File: src/rtl/markov_song_generator_pkg.sv
// -----------------------------------------------------------------------------
// markov_song_generator_pkg
// Shared widths, entry field layout, FSM state type and field-extraction helpers
// for the Markov song generator. Every other file of the block imports this.
//   Entry layout (LSB first): count, event 0, event 1, ... event SEQUENCE_LEN-1.
//   Event layout: {note, delay}, note in the MSBs.
// -----------------------------------------------------------------------------
package markov_song_generator_pkg;

    localparam int NOTE_BIT_LEN     = 4;
    localparam int DELAY_BIT_LEN    = 4;
    localparam int SEQUENCE_LEN     = 2;
    localparam int SEQ_CNT_BIT_LEN  = 4;
    localparam int MARKOV_CHAIN_LEN = 4;
    localparam int SONG_OUTPUT_LEN  = 6;

    localparam int EV_W    = NOTE_BIT_LEN + DELAY_BIT_LEN;
    localparam int ENTRY_W = SEQUENCE_LEN * EV_W + SEQ_CNT_BIT_LEN;
    localparam int TABLE_W = ENTRY_W * MARKOV_CHAIN_LEN;
    localparam int IDX_W   = $clog2(MARKOV_CHAIN_LEN);
    localparam int TOT_W   = SEQ_CNT_BIT_LEN + IDX_W;
    localparam int POS_W   = $clog2(SEQUENCE_LEN + 1);
    localparam int CNT_W   = $clog2(SONG_OUTPUT_LEN + 1);

    // Field offsets inside one entry
    localparam int CNT_LSB = 0;
    localparam int EV0_LSB = SEQ_CNT_BIT_LEN;

    localparam logic [15:0] LFSR_MASK    = 16'hB400;
    localparam logic [15:0] LFSR_DEFAULT = 16'hACE1;

    typedef logic [EV_W-1:0]    event_t;
    typedef logic [ENTRY_W-1:0] entry_t;

    typedef enum logic [2:0] {
        ST_IDLE   = 3'd0,
        ST_SUM    = 3'd1,
        ST_REDUCE = 3'd2,
        ST_SCAN   = 3'd3,
        ST_EMIT   = 3'd4,
        ST_DONE   = 3'd5
    } state_e;

    // Occurrence count of an entry
    function automatic logic [SEQ_CNT_BIT_LEN-1:0] entry_count(input entry_t e);
        return e[CNT_LSB +: SEQ_CNT_BIT_LEN];
    endfunction

    // Event k of an entry (k = 0 is the first event of the sequence)
    function automatic event_t entry_event(input entry_t e, input logic [POS_W-1:0] k);
        return e[EV0_LSB + int'(k) * EV_W +: EV_W];
    endfunction

endpackage

File: src/rtl/markov_song_generator_if.sv
// -----------------------------------------------------------------------------
// markov_song_generator_if
// Valid/ready event stream produced by the song generator.
//   out_event : {note, delay} of the presented event
//   out_valid : out_event is valid
//   out_ready : downstream accepts the event this cycle
//   out_last  : presented event is the final one of the run
// master = generator side, slave = consumer side.
// -----------------------------------------------------------------------------
interface markov_song_generator_if;
    import markov_song_generator_pkg::*;

    event_t out_event;
    logic   out_valid;
    logic   out_ready;
    logic   out_last;

    modport master (
        output out_event,
        output out_valid,
        output out_last,
        input  out_ready
    );

    modport slave (
        input  out_event,
        input  out_valid,
        input  out_last,
        output out_ready
    );
endinterface

File: src/rtl/markov_song_generator_lfsr16.sv
// -----------------------------------------------------------------------------
// markov_lfsr16
// 16-bit Galois LFSR (mask 16'hB400) used as the random source for picks.
//   clk, rst_n : clock, async active-low reset (state resets to 16'hACE1)
//   load_i     : load seed_i (a zero seed is replaced by 16'hACE1 so the
//                register can never lock up in the all-zero state)
//   seed_i     : seed value
//   step_i     : advance one step
//   state_o    : current 16-bit state
// -----------------------------------------------------------------------------
module markov_lfsr16
    import markov_song_generator_pkg::*;
(
    input  logic        clk,
    input  logic        rst_n,
    input  logic        load_i,
    input  logic [15:0] seed_i,
    input  logic        step_i,
    output logic [15:0] state_o
);

    logic [15:0] state_q;
    logic [15:0] state_d;

    // Next LFSR state: load has priority over step
    always_comb begin
        state_d = state_q;
        if (load_i) begin
            state_d = (seed_i == 16'h0000) ? LFSR_DEFAULT : seed_i;
        end else if (step_i) begin
            state_d = {1'b0, state_q[15:1]} ^ (state_q[0] ? LFSR_MASK : 16'h0000);
        end else begin
            state_d = state_q;
        end
    end

    // LFSR state register
    always_ff @(posedge clk or negedge rst_n) begin
        if (!rst_n) begin
            state_q <= LFSR_DEFAULT;
        end else begin
            state_q <= state_d;
        end
    end

    assign state_o = state_q;

endmodule

File: src/rtl/markov_song_generator.sv
// -----------------------------------------------------------------------------
// markov_song_generator
// Composes a song from a learned Markov chain table. Each step sums the counts
// of the entries whose first event continues the last emitted event, draws a
// count-weighted random entry and streams its events; the first event of a
// conditioned pick is skipped because it repeats the previous event.
//   clk, rst_n : clock, async active-low reset
//   start      : one-cycle pulse, accepted only when idle
//   seed       : LFSR seed, captured on accepted start
//   markov_in  : chain table, entry i at [i*ENTRY_W +: ENTRY_W], captured on start
//   out_if     : event stream (out_event/out_valid/out_ready/out_last)
//   busy       : high in every state except IDLE
//   done       : one-cycle pulse at end of run
//   empty_err  : all counts zero; held until the next accepted start
// -----------------------------------------------------------------------------
module markov_song_generator
    import markov_song_generator_pkg::*;
(
    input  logic                    clk,
    input  logic                    rst_n,
    input  logic                    start,
    input  logic [15:0]             seed,
    input  logic [TABLE_W-1:0]      markov_in,
    markov_song_generator_if.master out_if,
    output logic                    busy,
    output logic                    done,
    output logic                    empty_err
);

    localparam logic [IDX_W-1:0] IDX_LAST  = IDX_W'(MARKOV_CHAIN_LEN - 1);
    localparam logic [POS_W-1:0] POS_LAST  = POS_W'(SEQUENCE_LEN - 1);
    localparam logic [CNT_W-1:0] CNT_LAST  = CNT_W'(SONG_OUTPUT_LEN - 1);
    localparam logic [15:0]      R_MASK    = 16'((32'd1 << TOT_W) - 32'd1);

    state_e               state_q,     state_d;
    logic [TABLE_W-1:0]   table_q,     table_d;
    logic [IDX_W-1:0]     idx_q,       idx_d;
    logic [TOT_W-1:0]     total_q,     total_d;
    logic [TOT_W-1:0]     r_q,         r_d;
    logic [TOT_W-1:0]     acc_q,       acc_d;
    entry_t               sel_q,       sel_d;
    logic [POS_W-1:0]     pos_q,       pos_d;
    logic [CNT_W-1:0]     emit_cnt_q,  emit_cnt_d;
    event_t               prev_q,      prev_d;
    logic                 have_prev_q, have_prev_d;
    logic                 fallback_q,  fallback_d;
    event_t               event_q,     event_d;
    logic                 valid_q,     valid_d;
    logic                 last_q,      last_d;
    logic                 empty_err_q, empty_err_d;
    logic                 done_q,      done_d;
    logic                 busy_q,      busy_d;

    entry_t               cur_entry_s;
    logic                 elig_s;
    logic [TOT_W-1:0]     cur_cnt_s;
    logic [TOT_W-1:0]     sum_s;
    logic [TOT_W-1:0]     acc_sum_s;
    logic [POS_W-1:0]     first_pos_s;
    logic                 lfsr_load_s;
    logic                 lfsr_step_s;
    logic [15:0]          lfsr_s;

    markov_lfsr16 u_lfsr (
        .clk     (clk),
        .rst_n   (rst_n),
        .load_i  (lfsr_load_s),
        .seed_i  (seed),
        .step_i  (lfsr_step_s),
        .state_o (lfsr_s)
    );

    // Entry under the scan index and its eligible (weighted) count
    always_comb begin
        cur_entry_s = table_q[int'(idx_q) * ENTRY_W +: ENTRY_W];
        // fallback or an unconditioned pick admits every entry
        elig_s      = fallback_q || !have_prev_q ||
                      (entry_event(cur_entry_s, POS_W'(0)) == prev_q);
        cur_cnt_s   = elig_s ? {{IDX_W{1'b0}}, entry_count(cur_entry_s)} : {TOT_W{1'b0}};
        sum_s       = total_q + cur_cnt_s;
        acc_sum_s   = acc_q + cur_cnt_s;
        // a conditioned pick already has its first event on the output
        first_pos_s = (have_prev_q && !fallback_q) ? POS_W'(1) : POS_W'(0);
    end

    // FSM next state and datapath updates
    always_comb begin
        state_d     = state_q;
        table_d     = table_q;
        idx_d       = idx_q;
        total_d     = total_q;
        r_d         = r_q;
        acc_d       = acc_q;
        sel_d       = sel_q;
        pos_d       = pos_q;
        emit_cnt_d  = emit_cnt_q;
        prev_d      = prev_q;
        have_prev_d = have_prev_q;
        fallback_d  = fallback_q;
        event_d     = event_q;
        valid_d     = valid_q;
        last_d      = last_q;
        empty_err_d = empty_err_q;
        lfsr_load_s = 1'b0;
        lfsr_step_s = 1'b0;

        case (state_q)
            ST_IDLE: begin
                if (start) begin
                    table_d     = markov_in;
                    lfsr_load_s = 1'b1;
                    emit_cnt_d  = {CNT_W{1'b0}};
                    have_prev_d = 1'b0;
                    fallback_d  = 1'b0;
                    prev_d      = {EV_W{1'b0}};
                    empty_err_d = 1'b0;
                    idx_d       = {IDX_W{1'b0}};
                    total_d     = {TOT_W{1'b0}};
                    state_d     = ST_SUM;
                end else begin
                    state_d = ST_IDLE;
                end
            end

            ST_SUM: begin
                total_d = sum_s;
                if (idx_q == IDX_LAST) begin
                    idx_d = {IDX_W{1'b0}};
                    if (sum_s == {TOT_W{1'b0}}) begin
                        total_d = {TOT_W{1'b0}};
                        if (have_prev_q && !fallback_q) begin
                            // dead end: rerun the sum with every entry eligible
                            fallback_d = 1'b1;
                            state_d    = ST_SUM;
                        end else begin
                            empty_err_d = 1'b1;
                            state_d     = ST_DONE;
                        end
                    end else begin
                        r_d     = TOT_W'(lfsr_s & R_MASK);
                        state_d = ST_REDUCE;
                    end
                end else begin
                    idx_d = idx_q + IDX_W'(1);
                end
            end

            ST_REDUCE: begin
                // modulo by repeated subtraction, one per cycle
                if (r_q >= total_q) begin
                    r_d = r_q - total_q;
                end else begin
                    lfsr_step_s = 1'b1;
                    acc_d       = {TOT_W{1'b0}};
                    idx_d       = {IDX_W{1'b0}};
                    state_d     = ST_SCAN;
                end
            end

            ST_SCAN: begin
                acc_d = acc_sum_s;
                // strict '>' means a zero-count entry can never be the first to pass r;
                // the last-index term only guards against a corrupted total
                if ((acc_sum_s > r_q) || (idx_q == IDX_LAST)) begin
                    sel_d   = cur_entry_s;
                    pos_d   = first_pos_s;
                    event_d = entry_event(cur_entry_s, first_pos_s);
                    valid_d = 1'b1;
                    last_d  = (emit_cnt_q == CNT_LAST);
                    state_d = ST_EMIT;
                end else begin
                    idx_d = idx_q + IDX_W'(1);
                end
            end

            ST_EMIT: begin
                if (valid_q && out_if.out_ready) begin
                    prev_d      = event_q;
                    have_prev_d = 1'b1;
                    emit_cnt_d  = emit_cnt_q + CNT_W'(1);
                    if (emit_cnt_q == CNT_LAST) begin
                        valid_d = 1'b0;
                        last_d  = 1'b0;
                        event_d = {EV_W{1'b0}};
                        state_d = ST_DONE;
                    end else if (pos_q == POS_LAST) begin
                        valid_d    = 1'b0;
                        last_d     = 1'b0;
                        event_d    = {EV_W{1'b0}};
                        fallback_d = 1'b0;
                        idx_d      = {IDX_W{1'b0}};
                        total_d    = {TOT_W{1'b0}};
                        state_d    = ST_SUM;
                    end else begin
                        pos_d   = pos_q + POS_W'(1);
                        event_d = entry_event(sel_q, pos_q + POS_W'(1));
                        last_d  = (emit_cnt_d == CNT_LAST);
                    end
                end else begin
                    state_d = ST_EMIT;
                end
            end

            ST_DONE: begin
                state_d = ST_IDLE;
            end

            default: begin
                state_d = ST_IDLE;
            end
        endcase

        busy_d = (state_d != ST_IDLE);
        done_d = (state_d == ST_DONE);
    end

    // State and datapath registers
    always_ff @(posedge clk or negedge rst_n) begin
        if (!rst_n) begin
            state_q     <= ST_IDLE;
            table_q     <= {TABLE_W{1'b0}};
            idx_q       <= {IDX_W{1'b0}};
            total_q     <= {TOT_W{1'b0}};
            r_q         <= {TOT_W{1'b0}};
            acc_q       <= {TOT_W{1'b0}};
            sel_q       <= {ENTRY_W{1'b0}};
            pos_q       <= {POS_W{1'b0}};
            emit_cnt_q  <= {CNT_W{1'b0}};
            prev_q      <= {EV_W{1'b0}};
            have_prev_q <= 1'b0;
            fallback_q  <= 1'b0;
            event_q     <= {EV_W{1'b0}};
            valid_q     <= 1'b0;
            last_q      <= 1'b0;
            empty_err_q <= 1'b0;
            done_q      <= 1'b0;
            busy_q      <= 1'b0;
        end else begin
            state_q     <= state_d;
            table_q     <= table_d;
            idx_q       <= idx_d;
            total_q     <= total_d;
            r_q         <= r_d;
            acc_q       <= acc_d;
            sel_q       <= sel_d;
            pos_q       <= pos_d;
            emit_cnt_q  <= emit_cnt_d;
            prev_q      <= prev_d;
            have_prev_q <= have_prev_d;
            fallback_q  <= fallback_d;
            event_q     <= event_d;
            valid_q     <= valid_d;
            last_q      <= last_d;
            empty_err_q <= empty_err_d;
            done_q      <= done_d;
            busy_q      <= busy_d;
        end
    end

    assign out_if.out_event = event_q;
    assign out_if.out_valid = valid_q;
    assign out_if.out_last  = last_q;
    assign busy             = busy_q;
    assign done             = done_q;
    assign empty_err        = empty_err_q;

endmodule

File: src/flat_wrapper.sv
// flat-port wrapper written by rule: the top's interface ports become plain ports
module markov_song_generator_flat import markov_song_generator_pkg::*;
  (clk, rst_n, start, seed, markov_in, busy, done, empty_err, out_if_out_event, out_if_out_valid, out_if_out_last, out_if_out_ready);
  markov_song_generator_if out_if_i ();
  input  logic clk;
  input  logic rst_n;
  input  logic start;
  input  logic [15:0] seed;
  input  logic [TABLE_W-1:0] markov_in;
  output logic busy;
  output logic done;
  output logic empty_err;
  output wire logic [$bits(out_if_i.out_event)-1:0] out_if_out_event;
  output wire logic [$bits(out_if_i.out_valid)-1:0] out_if_out_valid;
  output wire logic [$bits(out_if_i.out_last)-1:0] out_if_out_last;
  input wire logic [$bits(out_if_i.out_ready)-1:0] out_if_out_ready;
  assign out_if_out_event = out_if_i.out_event;
  assign out_if_out_valid = out_if_i.out_valid;
  assign out_if_out_last = out_if_i.out_last;
  assign out_if_i.out_ready = out_if_out_ready;
  markov_song_generator u_core (.clk(clk), .rst_n(rst_n), .start(start), .seed(seed), .markov_in(markov_in), .out_if(out_if_i), .busy(busy), .done(done), .empty_err(empty_err));
endmodule
File: config.mk
export PLATFORM = sky130hd
export DESIGN_NAME = markov_song_generator_flat
export DESIGN_NICKNAME = d
export VERILOG_FILES = /design/src/rtl/markov_song_generator_pkg.sv /design/src/rtl/markov_song_generator_if.sv /design/src/rtl/markov_song_generator_lfsr16.sv /design/src/rtl/markov_song_generator.sv /design/src/flat_wrapper.sv
export SDC_FILE = /design/constraint.sdc
export NUM_CORES = 1
export LEC_CHECK = 0
export ABC_CLOCK_PERIOD_IN_PS = 4900
export BUFFER_PORTS_ARGS = -buffer_cell sky130_fd_sc_hd__buf_2
export CAP_MARGIN = 25
export CORE_MARGIN = 5
export CORE_UTILIZATION = 52
export DETAILED_ROUTE_END_ITERATION = 10
export PLACE_DENSITY = 0.78
export SYNTH_ARGS = -nofsm -noshare
export SYNTH_HDL_FRONTEND = slang
export SYNTH_SLANG_ARGS = --single-unit
File: constraint.sdc
create_clock -name clk -period 4.9 [get_ports clk]
set_clock_uncertainty 0.1 [all_clocks]
set_input_delay 0.49 -clock clk [delete_from_list [all_inputs] [get_ports clk]]
set_output_delay 0.49 -clock clk [all_outputs]
set_load 0.02 [all_outputs]
==> results.md, run 1 <==
* Clock sink count at between 150 and 200
* Combinational fraction of design power at 0.503
* Die Width at 136 um
* Sw frac at 0.410
* Pleak at 4.97 nW
* Fill count at 1,291
* Diode count at 0
* Synth top area cells: dfrtp_1 47%, nand2_1 13%, mux4_2 5.2%, ha_1 3.8%, mux2_2 3.5%
* Die Y at about 140 um
* Post-place setup slack at -167 ps
* Count of final hold-check violations at 0
* Clock slew at reported path FFs at 60 ps
* Routed Antenna Nets at 0
* Placed Area at just over 9000 um^2
* Core area at 15,800 um^2
* CTS tree: done
* Flops & latches, synth at roughly 160
* Gr usage total at 0.234
* GR Layer Usage met2 at 0.360
* Share of the synthesized area in the top cell type at 0.467
* Area delta synth->final at 19.2%
* Register area share after synthesis at 0.493
* Clock buffer depth at 2
* Clk_lat worst skew at 430 ps
* Number of antenna violations at the first check in global routing at 0
* Most frequent cells after synthesis: 295 x nand2_1, 155 x dfrtp_1, 31 x nor2_1
* Critical path data required time at 5110 ps
* Final setup fails at 0
* P_sw at 0.00309 W
* Pin count of the biggest net entering global routing at 87
* Synth Area per Inst at just under 10 um^2
* Reg power frac at 0.320
* Worst vdd ir at 360 uV
* Status: completed
* Worst Tran Pin Value at ~900 ps
* Pint at 0.00446 W
* DRC violations left at 0
* Setup crit start kind: register
* First-pass iteration count of the detailed router at 5
* Post-synth EDFFs at 0
* Die area at 18,600 um^2
* H-tree depth at 4
* Mapped Cells at 849
* Storage cell area at 4090 um^2
* Arr. time, crit path at 5000 ps
* Post-synth ARST share at 1.00
* Drt initial violations at 468
* Placed wire-length estimate at between 10,000 and 15,000 um
* Number of port buffers at 112
* Layout cells sized above 1 at 0.260
* Number of nets in the layout at 1,092
* Largest area contributor in the netlist: dfrtp_1
* Worst Hold Class: primary input to async pin
* Tcrit/Tclk final at 0.977
* Max FO, Critical Path at 11
* Mapped cell area at a little over 8000 um^2
* Syn nets at between 900 and 1,000
* M3 GR Usage at 0.0452
* Routed via count at 6,552
* Row count at 46
* Area occupied by multi-input gates at roughly 4000 um^2
* Worst setup margin at 111 ps
* Root buf cell: clkbuf_16
* Relative slew slack at 0.414
* Initial Util at 0.526
* Count leader, synth: nand2_1
* F_max at around 0.21 GHz
* Via density at around 5.5
* Vias in the first global route at 6,658
* Total grt overflow at 0
* Power after layout at about 0.0076 W
* Post-synth cell types at 70
* Busiest grt layer: met2
* WL/cell at ~18 um
* Critical path class: register to register
* M1 GR Usage at 0.336
* Top FF cell, synth: dfrtp_1
* Synth Warn # at 0
* MaxCap Viol Count at 0
* Clock Power Share at 0.177
* Power Dens Cells at about 760 nW/um^2
* Placer congestion estimate at 0.835
* First-pass GRT wire length at 34,100 um
* CTS Buf Count at 17
* Tmin final at 4790 ps
* Routed wire length at 21,000 um
* IO Pins at 113
* CP endpoint kind: register
* Post-route cell area at between 9000 and 10,000 um^2
* Slew Viols, Final at 0
## power groups by stage
stage               Combinational [W]  Clock, W  Sequential (W)
CTS                           0.00357   0.00135         0.00240
global placement              0.00336         0         0.00239
finish                        0.00380   0.00133         0.00242
global route                  0.00420   0.00141         0.00248
floorplan                     0.00268         0         0.00226
detailed placement            0.00350         0         0.00241
## routing by layer
metal	wire (um)	share of wire	up-vias
met5	0	0	-
met1	9410	0.45	3161
met3	1130	0.054	44
met2	9940	0.47	221
met4	471	0.022	0
li1	-	-	3126
## final timing paths
check / from / end / slack, ps / cells past startpoint
worst max-delay path: u_core.idx_q[0]$_DFFE_PN0P_ / u_core.out_if.out_event[2]$_DFFE_PN0P_ / 110 / 21
worst min-delay path: rst_n / u_core.table_q[3]$_DFFE_PN0P_ / 20 / 1
worst max register to register: u_core.idx_q[0]$_DFFE_PN0P_ / u_core.out_if.out_event[2]$_DFFE_PN0P_ / 110 / 21
worst min register to register: u_core.u_lfsr.state_o[7]$_DFFE_PN1P_ / u_core.u_lfsr.state_o[7]$_DFFE_PN1P_ / 360 / 2
max in group asynchronous: rst_n / u_core.table_q[38]$_DFFE_PN0P_ / 3610 / 2
min in group clk: markov_in[39] / u_core.table_q[39]$_DFFE_PN0P_ / 150 / 3
## cells by family after synthesis
kind of cell,synth area share
flops,0.493
mux,0.117
compound gates,0.0974
simple gates,0.193
xor+xnor,0.0201
fa+ha+maj,0.0449
buf+inv,0.0357
## state kept, by name, summed over array words and instances (netlist names)
name                     flops
u_core.done                  1
u_core.out_if.out_last       1
u_core.emit_cnt_q            3
u_core.r_q                   6
u_core.pos_q                 2
u_core.fallback_q            1
u_core.idx_q                 2
u_core.prev_q                8
u_core.have_prev_q           1
u_core.acc_q                 6
u_core.sel_q                16
u_core.out_if.out_event      8
u_core.empty_err             1
u_core.u_lfsr.state_o       16
u_core.busy                  1
u_core.table_q              80
u_core.total_q               6
u_core.out_if.out_valid      1
u_core.state_q               3
## placed cells by master, fill, tap and decap left out, drive strengths merged, types with 10 or more instances in the layout
master / count
a22o: 10
nand2: 295
buf: 142
mux2i: 21
nand3: 12
mux2: 29
nor2: 31
o22ai: 18
dfrtp: 155
a21oi: 11
ha: 25
o21ai: 22
xnor2: 15
mux4: 19
inv: 31
clkbuf: 19
## metrics by stage
stage	std cells	setup TNS, ps	util	hold WS (ps)
3_5_place_dp	1153	-2900	0.579	357
6_report	1193	0	0.627	15.9
5_1_grt	1193	-2410	0.627	86.4
3_3_place_gp	1153	0	0.579	353
4_1_cts	1185	-12.3	0.618	62.6
2_1_floorplan	849	0	-	94.4
## cell type report
cell class / instances / share of cell area
sequential: 163 / 0.413
clock buffer: 19 / 0.0448
timing repair buffer: 142 / 0.0827
inverter: 26 / 0.00987
clock inverter: 13 / 0.0152
multi-input combinational: 614 / 0.407
tap: 216 / 0.0273
## what timing repair did
action,in CTS,in global routing
buffers inserted,0,7
pin swaps,0,8
gates resized for setup,5,16
hold buffers,0,0
endpoints found under the setup margin,37,40
## critical path, cell delays in order (launching register included)
cell      delay, ps
dfrtp_1         390
buf_12          160
mux4_2          560
xnor2_1         230
nand4_1         130
o21ai_2         190
and2_4          170
ha_1            160
inv_1            70
fa_2            380
inv_1            70
a21o_1          110
a21oi_1          70
xnor2_1         160
ha_1            320
nand4_1         140
o21bai_2        260
a31oi_4         210
o21ai_4         110
buf_4           170
nand2_4         150
mux2_2          370
Note: power is estimated with default switching activity, not from simulation.
==> run 2, diff against run 1 <==
--- a/config.mk
+++ b/config.mk
@@ -5,13 +5,14 @@
 export SDC_FILE = /design/constraint.sdc
 export NUM_CORES = 1
 export LEC_CHECK = 0
+export ABC_AREA = 1
 export ABC_CLOCK_PERIOD_IN_PS = 4900
 export BUFFER_PORTS_ARGS = -buffer_cell sky130_fd_sc_hd__buf_2
 export CAP_MARGIN = 25
 export CORE_MARGIN = 5
-export CORE_UTILIZATION = 52
+export CORE_UTILIZATION = 53
 export DETAILED_ROUTE_END_ITERATION = 10
-export PLACE_DENSITY = 0.78
+export PLACE_DENSITY_LB_ADDON = 0.05
 export SYNTH_ARGS = -nofsm -noshare
 export SYNTH_HDL_FRONTEND = slang
 export SYNTH_SLANG_ARGS = --single-unit
==> run 2 against run 1 <==
  * Global-route usage rose by 2.3 points
  * Maximum frequency rose by 8.0%
  * Register-to-register slack improved by 350 ps
  * Design area fell by 1.0%
  * Flip-flop and latch count did not move
  * Combinational power fell by 12%
  * Routed wire length rose by 7.1%
  * Worst setup slack improved by 350 ps
  * Area after synthesis rose by 2.1%
  * Clock power barely moved
  * Sequential share of layout area rose by 0.43 points
  * Critical path type unchanged
  * Critical endpoint is now u_core.pos_q[1]$_DFFE_PN0P_
  * Largest cell class unchanged
==> results.md, run 2 <==
* Power Dens Cells at 713 nW/um^2 (was 764 nW/um^2)
* Clock slew at reported path FFs at 70 ps (was 60 ps)
* Core area at 15,800 um^2 (unchanged)
* Xor and xnor area share after synthesis at 0.0145 (was 0.0201)
* Critical path class: register to register (unchanged)
* Root buf cell: clkbuf_16 (unchanged)
* Drt initial violations at 612 (was 468)
* Placed wire-length estimate at 16,200 um (was 14,500 um)
* Worst vdd ir at 345 uV (was 360 uV)
* Total grt overflow at 0 (unchanged)
* Largest family of logic cells by synthesized area: simple AND/OR/NAND/NOR gates (unchanged)
* Most used cell, CP: nand2_1
* Peak per-stage delay on the critical path at 420 ps (was 560 ps)
* Clock buffer depth at 2 (unchanged)
* MaxCap Viol Count at 0 (unchanged)
* IO Pins at 113 (unchanged)
* Top FF cell, synth: dfrtp_1 (unchanged)
* Compound-gate portion of the synthesized area at 0.0975 (was 0.0974)
* Post-synthesis mux area share at 0.00473 (was 0.117)
* Power after layout at 0.00698 W (was 0.00756 W)
* Relative slew slack at 0.369 (was 0.414)
* H-tree depth at 4 (unchanged)
* Worst Tran Pin Value at 946 ps (was 876 ps)
* Die area at 18,600 um^2 (about the same)
* Status: completed (unchanged)
* Synth top area cells: dfrtp_1 46%, nand2_1 21%, o21ai_0 5.0%, nand3_1 3.8%, ha_1 3.7% (was dfrtp_1 47%, nand2_1 13%, mux4_2 5.2%, ha_1 3.8%, mux2_2 3.5%)
* Final setup fails at 0 (unchanged)
* Post-synth cell types at 38 (was 70)
* Synth Area in Adders at 0.0440 (was 0.0449)
* Routed via count at 7,474 (was 6,552)
* Tmin final at 4430 ps (was 4790 ps)
* CTS Buf Count at 17 (unchanged)
* Mapped Cells at 1,110 (was 849)
* Arr. time, crit path at 4640 ps (was 5000 ps)
* Number of antenna violations at the first check in global routing at 0 (unchanged)
* Register area share after synthesis at 0.483 (was 0.493)
* Count leader, synth: nand2_1 (unchanged)
* Mapped cell area at 8470 um^2 (was 8300 um^2)
* Clock sink count at 163 (unchanged)
* DRC violations left at 0 (unchanged)
* Most frequent cells in the layout: 471 x nand2_1, 155 x dfrtp_1, 111 x buf_2, 85 x o21ai_0, 77 x inv_1 (was 294 x nand2_1, 155 x dfrtp_1, 112 x buf_2, 31 x nor2_1)
* Commonest non-fill, non-tap cell in the layout: nand2_1 (unchanged)
* Simple-Gate Fraction of Synth Area at 0.294 (was 0.193)
* Worst Hold Class: primary input to async pin (unchanged)
* CP endpoint kind: register (unchanged)
* F_max at 0.226 GHz (was 0.209 GHz)
* Area delta synth->final at 15.6% (was 19.2%)
* WL/cell at 15.6 um (was 17.6 um)
* CTS tree: done (unchanged)
* Row count at 46 (unchanged)
* Max FO, Critical Path at 42 (was 11)
* Largest area contributor in the netlist: dfrtp_1 (unchanged)
* Layout cells sized above 1 at 0.149 (was 0.260)
* Placer congestion estimate at 0.875 (was 0.835)
* Die Width at 136 um (about the same)
* Synth Area per Inst at 7.63 um^2 (was 9.78 um^2)
* TNS Setup at 0 ps (unchanged)
* Most frequent cells after synthesis: 471 x nand2_1, 155 x dfrtp_1, 85 x o21ai_0 (was 295 x nand2_1, 155 x dfrtp_1, 31 x nor2_1)
* Flops & latches, synth at 163 (unchanged)
* First-pass iteration count of the detailed router at 5 (unchanged)
* Fill count at 1,532 (was 1,291)
* Share of the synthesized area in the top cell type at 0.458 (was 0.467)
* Die Y at 136 um (about the same)
* First-pass GRT wire length at 37,300 um (was 34,100 um)
* Busiest grt layer: met2 (unchanged)
* Routed wire length at 22,400 um (was 21,000 um)
* Setup crit start kind: register (unchanged)
* M1 GR Usage at 0.384 (was 0.336)
* Synth Warn # at 0 (unchanged)
* Via density at 5.20 (was 5.49)
* Tcrit/Tclk final at 0.905 (was 0.977)
* Unrepaired setup endpoints after global routing: no
* Number of nets in the layout at 1,337 (was 1,092)
* Biggest register: u_core.table_q (unchanged)
* Gr usage total at 0.257 (was 0.234)
* Number of port buffers at 112 (unchanged)
* Routed Antenna Nets at 0 (unchanged)
* Slew Viols, Final at 0 (unchanged)
* Post-synth ARST share at 1.00 (unchanged)
* Pleak at 5.19 nW (was 4.97 nW)
* Vias in the first global route at 7,258 (was 6,658)
* Syn nets at 1,238 (was 977)
* CP max-delay cell: fa_1 (was mux4_2)
* Post-synth EDFFs at 0 (unchanged)
* Critical path data required time at 5100 ps (was 5110 ps)
* M3 GR Usage at 0.0496 (was 0.0452)
* Diode count at 0 (unchanged)
* Max reg flops at 80 (unchanged)
* Initial Util at 0.537 (was 0.526)
* Count of final hold-check violations at 0 (unchanged)
* GR Layer Usage met2 at 0.385 (was 0.360)
* CTS Hold Bufs at 0 (unchanged)
* Pin count of the biggest net entering global routing at 94 (was 87)
* Clk_lat worst skew at 430 ps (about the same)
==> run 2: kinds of logic (layout without fill, tap and decap cells) <==
| logic type | Yosys count | after routing |
|---|---|---|
| buffers and inverters | 130 | 242 |
| multiplexers | 4 | 4 |
| AND/OR/NAND/NOR | 619 | 619 |
| flip-flops | 163 | 163 |
| adder cells (fa/ha/maj) | 28 | 28 |
| AO/OA/AOI/OAI | 152 | 152 |
| XOR/XNOR | 14 | 14 |
==> run 2: per-layer routing <==
metal | share of wire | vias to the layer above
li1 | - | 3751
met2 | 0.45 | 204
met4 | 0.017 | 0
met3 | 0.059 | 27
met1 | 0.48 | 3492
met5 | 0 | -
==> run 2: cell type report <==
| type | count | area (um^2) | area share |
|---|---|---|---|
| well taps | 216 | 270 | 0.0276 |
| clock buffers | 21 | 460 | 0.0470 |
| flip-flops and latches | 163 | 4090 | 0.418 |
| clock inverters | 11 | 118 | 0.0120 |
| multi-input cells | 817 | 3870 | 0.395 |
| inverters | 87 | 329 | 0.0336 |
| repair buffers | 123 | 653 | 0.0667 |
==> run 2: critical path: cells and delay by family (launching register included) <==
kind,cells,cell delay [ps]
flops,1,400
fa+ha+maj,3,920
xor+xnor,2,270
compound gates,4,560
buf+inv,4,580
simple gates,15,1500
==> run 2: worst paths after layout <==
check	cells after the start	start	end	slack, ps
min reg2reg	2	u_core.u_lfsr.state_o[6]$_DFFE_PN1P_	u_core.u_lfsr.state_o[6]$_DFFE_PN1P_	370
min	1	rst_n	u_core.table_q[39]$_DFFE_PN0P_	30
max reg2reg	28	u_core.idx_q[0]$_DFFE_PN0P_	u_core.pos_q[1]$_DFFE_PN0P_	470
min in group clk	3	markov_in[12]	u_core.table_q[12]$_DFFE_PN0P_	150
max	28	u_core.idx_q[0]$_DFFE_PN0P_	u_core.pos_q[1]$_DFFE_PN0P_	470
max in group asynchronous	2	rst_n	u_core.emit_cnt_q[2]$_DFFE_PN0P_	3560
==> run 2: report_power, final <==
group / switching [W] / internal [W] / total [W] / leakage [nW]
combinational: 0.00219 / 0.00114 / 0.00333 / 2.86
sequential: 0.000388 / 0.00195 / 0.00234 / 2.05
clock: 0.000578 / 0.000739 / 0.00132 / 0.271
==> run 2: per-stage QoR <==
step / util / cells / worst slack [ps] / hold slack, ps / instance area, um^2
final: 0.621 / 1438 / 466 / 30.1 / 9790
after global routing: 0.621 / 1438 / 44.8 / 113 / 9790
after CTS: 0.620 / 1438 / 448 / 69.8 / 9780
after detailed placement: 0.584 / 1406 / 467 / 361 / 9200
after global placement: 0.584 / 1406 / 617 / 360 / 9200
after floorplan: - / 1110 / 1050 / 94.4 / 8470
==> run 2: repair_timing <==
action / in CTS / in global routing
endpoints found under the setup margin: 0 / 3
buffers inserted: 0 / 0
resized for setup: 0 / 3
